--- config.mk ---
export PLATFORM = sky130hd
export DESIGN_NAME = f3_rd_sched
export DESIGN_NICKNAME = d
export VERILOG_FILES = /design/src/rtl/f3_pkg.sv /design/src/rtl/f3_win_addr_gen.sv /design/src/rtl/f3_rd_sched.sv
export SDC_FILE = /design/constraint.sdc
export NUM_CORES = 1
export LEC_CHECK = 0
export CAP_MARGIN = 25
export CORE_MARGIN = 5
export CORE_UTILIZATION = 35
export CTS_CLUSTER_SIZE = 24
export DETAILED_ROUTE_END_ITERATION = 10
export GPL_ROUTABILITY_DRIVEN = 0
export SLEW_MARGIN = 20
export SYNTH_ARGS = -nofsm -noshare
export SYNTH_HDL_FRONTEND = slang
export SYNTH_HIERARCHICAL = 1
export SYNTH_SLANG_ARGS = --single-unit
--- constraint.sdc ---
create_clock -name clk -period 2.2 [get_ports clk]
set_clock_uncertainty 0.1 [all_clocks]
set_input_delay 0.44 -clock clk [delete_from_list [all_inputs] [get_ports clk]]
set_output_delay 0.44 -clock clk [all_outputs]
set_load 0.01 [all_outputs]
--- src/rtl/f3_pkg.sv ---
// Shared constants and types for the S2->C3 feature-buffer controller.
// MAP_W/K describe the stored input map and the convolution window; OUT_W is the
// number of valid window positions per axis; AW_DEF is the default RAM address width.
package f3_pkg;

  localparam int unsigned MAP_W  = 14;
  localparam int unsigned K      = 5;
  localparam int unsigned OUT_W  = MAP_W - K + 1;
  localparam int unsigned MAP_SZ = MAP_W * MAP_W;
  localparam int unsigned TAPS   = K * K;
  localparam int unsigned AW_DEF = 8;

  // Width of the ky/kx tap counters.
  localparam int unsigned KW = (K > 1) ? $clog2(K) : 1;

  typedef enum logic [1:0] {
    StIdle,
    StScan,
    StDrain
  } f3_state_e;

endpackage

--- src/rtl/f3_win_addr_gen.sv ---
// Window/tap address generator for the C3 read sweep.
// Walks kx fastest, then ky, then ox, then oy, and keeps the RAM address
// (oy+ky)*MAP_W + (ox+kx) up to date with adders only.
// Ports:
//   clk_i, rst_ni   clock, asynchronous active-low reset
//   clr_i           return all counters to the first tap of the first window
//   adv_i           step to the next tap (wraps to the start after the last one)
//   addr_o          RAM read address of the current tap (registered)
//   oy_o, ox_o      output row/column of the current window
//   tap_first_o     current tap is (ky=0, kx=0)
//   tap_last_o      current tap is (ky=K-1, kx=K-1)
//   last_win_o      current window is (OUT_W-1, OUT_W-1)
module f3_win_addr_gen
  import f3_pkg::*;
#(
  parameter int unsigned AW = AW_DEF
) (
  input  logic          clk_i,
  input  logic          rst_ni,
  input  logic          clr_i,
  input  logic          adv_i,
  output logic [AW-1:0] addr_o,
  output logic [3:0]    oy_o,
  output logic [3:0]    ox_o,
  output logic          tap_first_o,
  output logic          tap_last_o,
  output logic          last_win_o
);

  localparam logic [KW-1:0] KMax = KW'(K - 1);
  localparam logic [3:0]    OMax = 4'(OUT_W - 1);
  localparam logic [AW-1:0] Step = AW'(MAP_W);
  localparam logic [AW-1:0] One  = AW'(1);

  logic [3:0]    oy_q, oy_d, ox_q, ox_d;
  logic [KW-1:0] ky_q, ky_d, kx_q, kx_d;
  // base: oy*MAP_W; win: window origin; row: start of the current tap row.
  logic [AW-1:0] base_q, base_d, win_q, win_d, row_q, row_d, addr_q, addr_d;

  logic last_kx, last_ky, last_ox, last_oy;

  assign last_kx = (kx_q == KMax);
  assign last_ky = (ky_q == KMax);
  assign last_ox = (ox_q == OMax);
  assign last_oy = (oy_q == OMax);

  always_comb begin
    oy_d   = oy_q;
    ox_d   = ox_q;
    ky_d   = ky_q;
    kx_d   = kx_q;
    base_d = base_q;
    win_d  = win_q;
    row_d  = row_q;
    addr_d = addr_q;
    if (clr_i) begin
      oy_d   = '0;
      ox_d   = '0;
      ky_d   = '0;
      kx_d   = '0;
      base_d = '0;
      win_d  = '0;
      row_d  = '0;
      addr_d = '0;
    end else if (adv_i) begin
      if (!last_kx) begin
        kx_d   = kx_q + KW'(1);
        addr_d = addr_q + One;
      end else if (!last_ky) begin
        kx_d   = '0;
        ky_d   = ky_q + KW'(1);
        row_d  = row_q + Step;
        addr_d = row_q + Step;
      end else if (!last_ox) begin
        kx_d   = '0;
        ky_d   = '0;
        ox_d   = ox_q + 4'd1;
        win_d  = win_q + One;
        row_d  = win_q + One;
        addr_d = win_q + One;
      end else if (!last_oy) begin
        kx_d   = '0;
        ky_d   = '0;
        ox_d   = '0;
        oy_d   = oy_q + 4'd1;
        base_d = base_q + Step;
        win_d  = base_q + Step;
        row_d  = base_q + Step;
        addr_d = base_q + Step;
      end else begin
        // Final tap of the final window: wrap so the next scan starts clean.
        oy_d   = '0;
        ox_d   = '0;
        ky_d   = '0;
        kx_d   = '0;
        base_d = '0;
        win_d  = '0;
        row_d  = '0;
        addr_d = '0;
      end
    end
  end

  always_ff @(posedge clk_i or negedge rst_ni) begin
    if (!rst_ni) begin
      oy_q   <= '0;
      ox_q   <= '0;
      ky_q   <= '0;
      kx_q   <= '0;
      base_q <= '0;
      win_q  <= '0;
      row_q  <= '0;
      addr_q <= '0;
    end else begin
      oy_q   <= oy_d;
      ox_q   <= ox_d;
      ky_q   <= ky_d;
      kx_q   <= kx_d;
      base_q <= base_d;
      win_q  <= win_d;
      row_q  <= row_d;
      addr_q <= addr_d;
    end
  end

  assign addr_o      = addr_q;
  assign oy_o        = oy_q;
  assign ox_o        = ox_q;
  assign tap_first_o = (kx_q == '0) && (ky_q == '0);
  assign tap_last_o  = last_kx && last_ky;
  assign last_win_o  = last_ox && last_oy;

endmodule

--- src/rtl/f3_rd_sched.sv ---
// S2->C3 feature-buffer controller.
// Write side counts pooled pixels into RAM write addresses until one MAP_W x MAP_W
// map is stored, then locks the buffer. On start, the read side sweeps every KxK
// window of the OUT_W x OUT_W output grid, one address per cycle, and emits a
// valid/tap-marker stream delayed one cycle to line up with RAM read data.
// Ports:
//   clk, rst_n          clock, asynchronous active-low reset
//   clear               synchronous abort; returns to idle and empties the buffer
//   wr_valid            pooled pixel present on RAM write data
//   f3_wr_en, f3_waddr  RAM write port control
//   map_full            full map stored, writes blocked
//   wr_overflow         sticky: write attempted while full
//   start               begin a window scan (ignored unless map_full)
//   busy                scan or drain in progress
//   f3_raddr            RAM read address (registered)
//   rd_valid, tap_first, tap_last, out_row, out_col  stream aligned with read data
//   done                pulse with the final rd_valid of a scan
module f3_rd_sched
  import f3_pkg::*;
#(
  parameter int unsigned AW = AW_DEF
) (
  input  logic          clk,
  input  logic          rst_n,
  input  logic          clear,
  input  logic          wr_valid,
  output logic          f3_wr_en,
  output logic [AW-1:0] f3_waddr,
  output logic          map_full,
  output logic          wr_overflow,
  input  logic          start,
  output logic          busy,
  output logic [AW-1:0] f3_raddr,
  output logic          rd_valid,
  output logic          tap_first,
  output logic          tap_last,
  output logic [3:0]    out_row,
  output logic [3:0]    out_col,
  output logic          done
);

  if (MAP_SZ > (1 << AW)) begin : g_aw_chk
    $error("f3_rd_sched: MAP_W*MAP_W does not fit in 2**AW RAM words");
  end
  if (OUT_W > 16) begin : g_ow_chk
    $error("f3_rd_sched: OUT_W exceeds the 4-bit out_row/out_col range");
  end

  localparam logic [AW-1:0] LastWaddr = AW'(MAP_SZ - 1);

  f3_state_e     state_q, state_d;
  logic [AW-1:0] waddr_q, waddr_d;
  logic          full_q, full_d;
  logic          ovf_q, ovf_d;
  logic          rd_valid_q, rd_valid_d;
  logic          tap_first_q, tap_first_d;
  logic          tap_last_q, tap_last_d;
  logic [3:0]    row_q, row_d, col_q, col_d;
  logic          done_q, done_d;

  logic          gen_adv, gen_clr, issue;
  logic [AW-1:0] gen_addr;
  logic [3:0]    gen_oy, gen_ox;
  logic          gen_first, gen_last, gen_last_win;

  f3_win_addr_gen #(
    .AW (AW)
  ) u_addr_gen (
    .clk_i       (clk),
    .rst_ni      (rst_n),
    .clr_i       (gen_clr),
    .adv_i       (gen_adv),
    .addr_o      (gen_addr),
    .oy_o        (gen_oy),
    .ox_o        (gen_ox),
    .tap_first_o (gen_first),
    .tap_last_o  (gen_last),
    .last_win_o  (gen_last_win)
  );

  // FSM: clear overrides everything, including a same-cycle start.
  always_comb begin
    state_d = state_q;
    gen_adv = 1'b0;
    gen_clr = 1'b0;
    if (clear) begin
      state_d = StIdle;
      gen_clr = 1'b1;
    end else begin
      unique case (state_q)
        StIdle: begin
          if (start && full_q) begin
            state_d = StScan;
            gen_clr = 1'b1;
          end
        end
        StScan: begin
          gen_adv = 1'b1;
          if (gen_last && gen_last_win) state_d = StDrain;
        end
        StDrain: state_d = StIdle;
        default: state_d = StIdle;
      endcase
    end
  end

  // An address is issued in every SCAN cycle; its data returns one cycle later.
  assign issue = (state_q == StScan) && !clear;

  always_comb begin
    rd_valid_d  = issue;
    tap_first_d = issue && gen_first;
    tap_last_d  = issue && gen_last;
    row_d       = issue ? gen_oy : 4'd0;
    col_d       = issue ? gen_ox : 4'd0;
    done_d      = issue && gen_last && gen_last_win;
  end

  assign f3_wr_en = wr_valid && !full_q;

  always_comb begin
    waddr_d = waddr_q;
    full_d  = full_q;
    ovf_d   = ovf_q;
    if (clear) begin
      waddr_d = '0;
      full_d  = 1'b0;
      ovf_d   = 1'b0;
    end else begin
      if (f3_wr_en) begin
        if (waddr_q == LastWaddr) begin
          waddr_d = '0;
          full_d  = 1'b1;
        end else begin
          waddr_d = waddr_q + AW'(1);
        end
      end
      if (wr_valid && full_q) ovf_d = 1'b1;
      // Buffer is released as the final read data is delivered.
      if (state_q == StDrain) begin
        full_d  = 1'b0;
        waddr_d = '0;
      end
    end
  end

  always_ff @(posedge clk or negedge rst_n) begin
    if (!rst_n) begin
      state_q     <= StIdle;
      waddr_q     <= '0;
      full_q      <= 1'b0;
      ovf_q       <= 1'b0;
      rd_valid_q  <= 1'b0;
      tap_first_q <= 1'b0;
      tap_last_q  <= 1'b0;
      row_q       <= '0;
      col_q       <= '0;
      done_q      <= 1'b0;
    end else begin
      state_q     <= state_d;
      waddr_q     <= waddr_d;
      full_q      <= full_d;
      ovf_q       <= ovf_d;
      rd_valid_q  <= rd_valid_d;
      tap_first_q <= tap_first_d;
      tap_last_q  <= tap_last_d;
      row_q       <= row_d;
      col_q       <= col_d;
      done_q      <= done_d;
    end
  end

  assign f3_waddr    = waddr_q;
  assign map_full    = full_q;
  assign wr_overflow = ovf_q;
  assign busy        = (state_q != StIdle);
  assign f3_raddr    = gen_addr;
  assign rd_valid    = rd_valid_q;
  assign tap_first   = tap_first_q;
  assign tap_last    = tap_last_q;
  assign out_row     = row_q;
  assign out_col     = col_q;
  assign done        = done_q;

endmodule

==> key figures <==
Logic synthesis
  • Most frequent cell after synthesis: dfrtp_1
  • Synth async-reset ratio: 100%
  • Synth unique cells: 62
  • Post-Syn Nets: 407
  • YS warnings: 6
  • Syn avg cell area: 9.60 um2
  • Top post-synthesis cells by area: dfrtp_1 (47%), nand2_1 (5.1%), ha_1 (4.4%)
  • Sequential share of the synthesized area: 46.9%
  • Synth area leader: dfrtp_1
  • #FFs+latches synth: 70
  • Top-area cell type share of the netlist area: 46.9%
  • Cells after Synth: 389
  • Post-synth top cells: dfrtp_1 (70), nand2_1 (51), nor2_1 (32), o21ai_0 (27), a21oi_1 (20)
  • Post-synth EDFFs: 0
  • Main synth FF type: dfrtp_1
  • Mapped Area: 3730 um2

STA
  • Setup TNS: 0 ps
  • Worst Tran Pin Value: 526 ps
  • Minimum clock period: 2150 ps
  • Final Hold Fails: 0
  • RSZ-0062 raised after global routing: false
  • Final setup fails: 0
  • Setup ws final: 52.5 ps
  • Rel. slew slack: 65.0%
  • Fmax: 466 MHz
  • Final max-slew violation count: 0
  • Hold WS: 14.9 ps
  • Final Cycle Share: 97.6%

Placement
  • HPWL after DPL: 6.71 mm
  • Number of port buffers: 36
  • Placed insts: 591
  • Post-DP Area: 4530 um2
  • DP Worst Slack: -356 ps

Route
  • Post-route DRC: 0
  • Antenna viol nets, final: 0
  • DR vias/cell: 5.22
  • Vias post-DR: 3166
  • Initial DRT Pass Iterations: 6
  • Drt total wl: 9.25 mm
  • WL/cell: 15.2 um
  • Drt initial violations: 180

Floorplan
  • DIE HEIGHT: 113 um
  • Die area: 12800 um2
  • Chip Width: 113 um
  • Row count: 37
  • Core box area: 10400 um2
  • Io pins: 37
  • Initial core utilization: 36.0%

Layout
  • Finished layout cell area: 4740 um2
  • Nets: 484
  • Layout Cells excl Fill: 607
  • Layout cells sized above 1: 16.6%
  • Layout area overhead: 26.9%
  • Antenna cells: 0
  • Final core occ: 45.7%

Power
  • Clock share of power: 39.3%
  • Cell Int Power: 1.93 mW
  • Cell leakage power: 2.07 nW
  • Comb pwr share: 8.8%
  • Worst VDD drop: 0.270 mV
  • Total power: 2.60 mW
  • Register share of total power: 51.9%
  • Switching Fraction: 25.7%
  • Pwr dens: 548 nW/um2
  • Net Switching: 668 uW

Clock network
  • CTS clk-pin slew, worst paths: 70 ps
  • H-Tree Depth: 3
  • Root Buffer: clkbuf_8
  • CTS tree: yes
  • Clock sinks: 70
  • Inserted Clock Buffers: 9
  • Hold buffer count at CTS: 0
  • Clock latency on the worst-skew pair: 340 ps
  • Max Root-Sink Buffers: 2

Worst setup path
  • Crit path from: wr_valid
  • CP top delay family: buffers and inverters
  • Required @ worst endpoint: 1660 ps
  • Crit path kind: in2out
  • Critical Path Start Type: input port
  • Register-to-register setup slack: 140 ps
  • CP most frequent cell: clkdlybuf4s50_1
  • CP endpoint kind: output port
  • CP peak stage delay: 520 ps
  • FF-to-FF Start: u_addr_gen/oy_o[1]
  • Max FO, Critical Path: 2
  • Crit path buf inv count: 3
  • Chain of cells forming the critical path: clkdlybuf4s50_1, nand2b_4, inv_4, clkdlybuf4s50_1
  • Slowest stage cell, crit path: clkdlybuf4s50_1
  • CP Data Arrival Time: 1610 ps

Global route
  • GRT Total Usage: 14.9%
  • Grt ovf: 0
  • First-pass GRT wire length: 15.5 mm
  • Largest net degree at the start of global routing: 71
  • Initial antenna violation count: 0
  • Vias in the first global route: 3138

Hold path
  • Worst min path class: in2async

Run status
  • Status: complete, no violations

Job
  • Max_cap viols: 0
[layout by cell type, fill, tap and decap left out, types with 3 or more instances in the layout]
cell,count
nand3b_1,3
xnor2_1,9
or4_1,3
clkdlybuf4s50_1,34
nand2b_1,3
a21o_1,4
or2_2,3
clkbuf_8,9
o31ai_1,8
nor2b_1,4
nand4_1,5
nor3_1,6
dfrtp_1,70
o311ai_0,3
and3_1,5
a21oi_1,20
o21ai_0,27
a21boi_0,3
a22o_1,4
nand3_1,13
clkinvlp_4,3
inv_1,14
and2_1,11
o22ai_1,6
nor2_1,32
buf_4,38
nand2_1,51
ha_1,13
or3_1,3
xor2_1,15
[routing by layer]
| layer | GRT usage, % | up-vias | part of all wire (%) |
|---|---|---|---|
| li1 | - | 1527 | - |
| met1 | 19.7 | 1527 | 46 |
| met2 | 24.2 | 96 | 47 |
| met3 | 4.01 | 16 | 5.0 |
| met4 | 4.25 | 0 | 1.8 |
| met5 | 0 | - | 0 |
[area by class of cell]
type	instances	area, um2
clock buffer	10	128
timing repair buffer	75	663
inverter	15	58.8
tap	136	170
fill	1010	5630
multi-input combinational	295	1910
clock inverter	6	62.6
sequential	70	1750
[flip-flops by register name (all words and copies together) (netlist names), 8 cells and up]
name               flops
u_addr_gen/win_q       8
u_addr_gen/row_q       8
u_addr_gen/base_q      8
u_addr_gen/addr_o      8
f3_waddr               8
[worst register-to-register path: stages, from the launching register on]
cell       delay (ps)
dfrtp_1           400
inv_1              70
ha_1              170
nand3b_1          280
nand2_1           120
o22ai_1           290
a21oi_1           210
a2111oi_2         330
[repair_timing]
item / in CTS / in global routing
endpoints found under the setup margin: 1 / 21
pin swaps: 0 / 1
buffers inserted: 0 / 0
gates resized for setup: 1 / 5
[final timing paths]
path	cells past startpoint	endpoint
hold reg to reg	2	wr_overflow
setup reg to reg	7	u_addr_gen/addr_o[4]
min in group clk	2	wr_overflow
max in group asynchronous	2	u_addr_gen/row_q[0]
setup / recovery	4	f3_wr_en
hold / removal	2	rd_valid
[cells by family after synthesis]
kind of cell / after synthesis / synth area share (%)
AOI/OAI and AO/OA: 93 / 16.5
xor gates and xnor gates: 24 / 5.63
adders and majority gates: 13 / 4.36
buffers and inverters: 24 / 2.88
muxes: 3 / 0.838
and+or+nand+nor: 162 / 22.9
DFF: 70 / 46.9
[power groups by stage]
stage	clock, mW	sequential [mW]	combinational (mW)
after floorplan	0	1.37	0.120
after global placement	0	1.37	0.225
after detailed placement	0	1.38	0.230
after CTS	1.07	1.35	0.232
after global routing	1.11	1.36	0.256
final	1.02	1.35	0.228
Power figures use the tool's default switching activity.
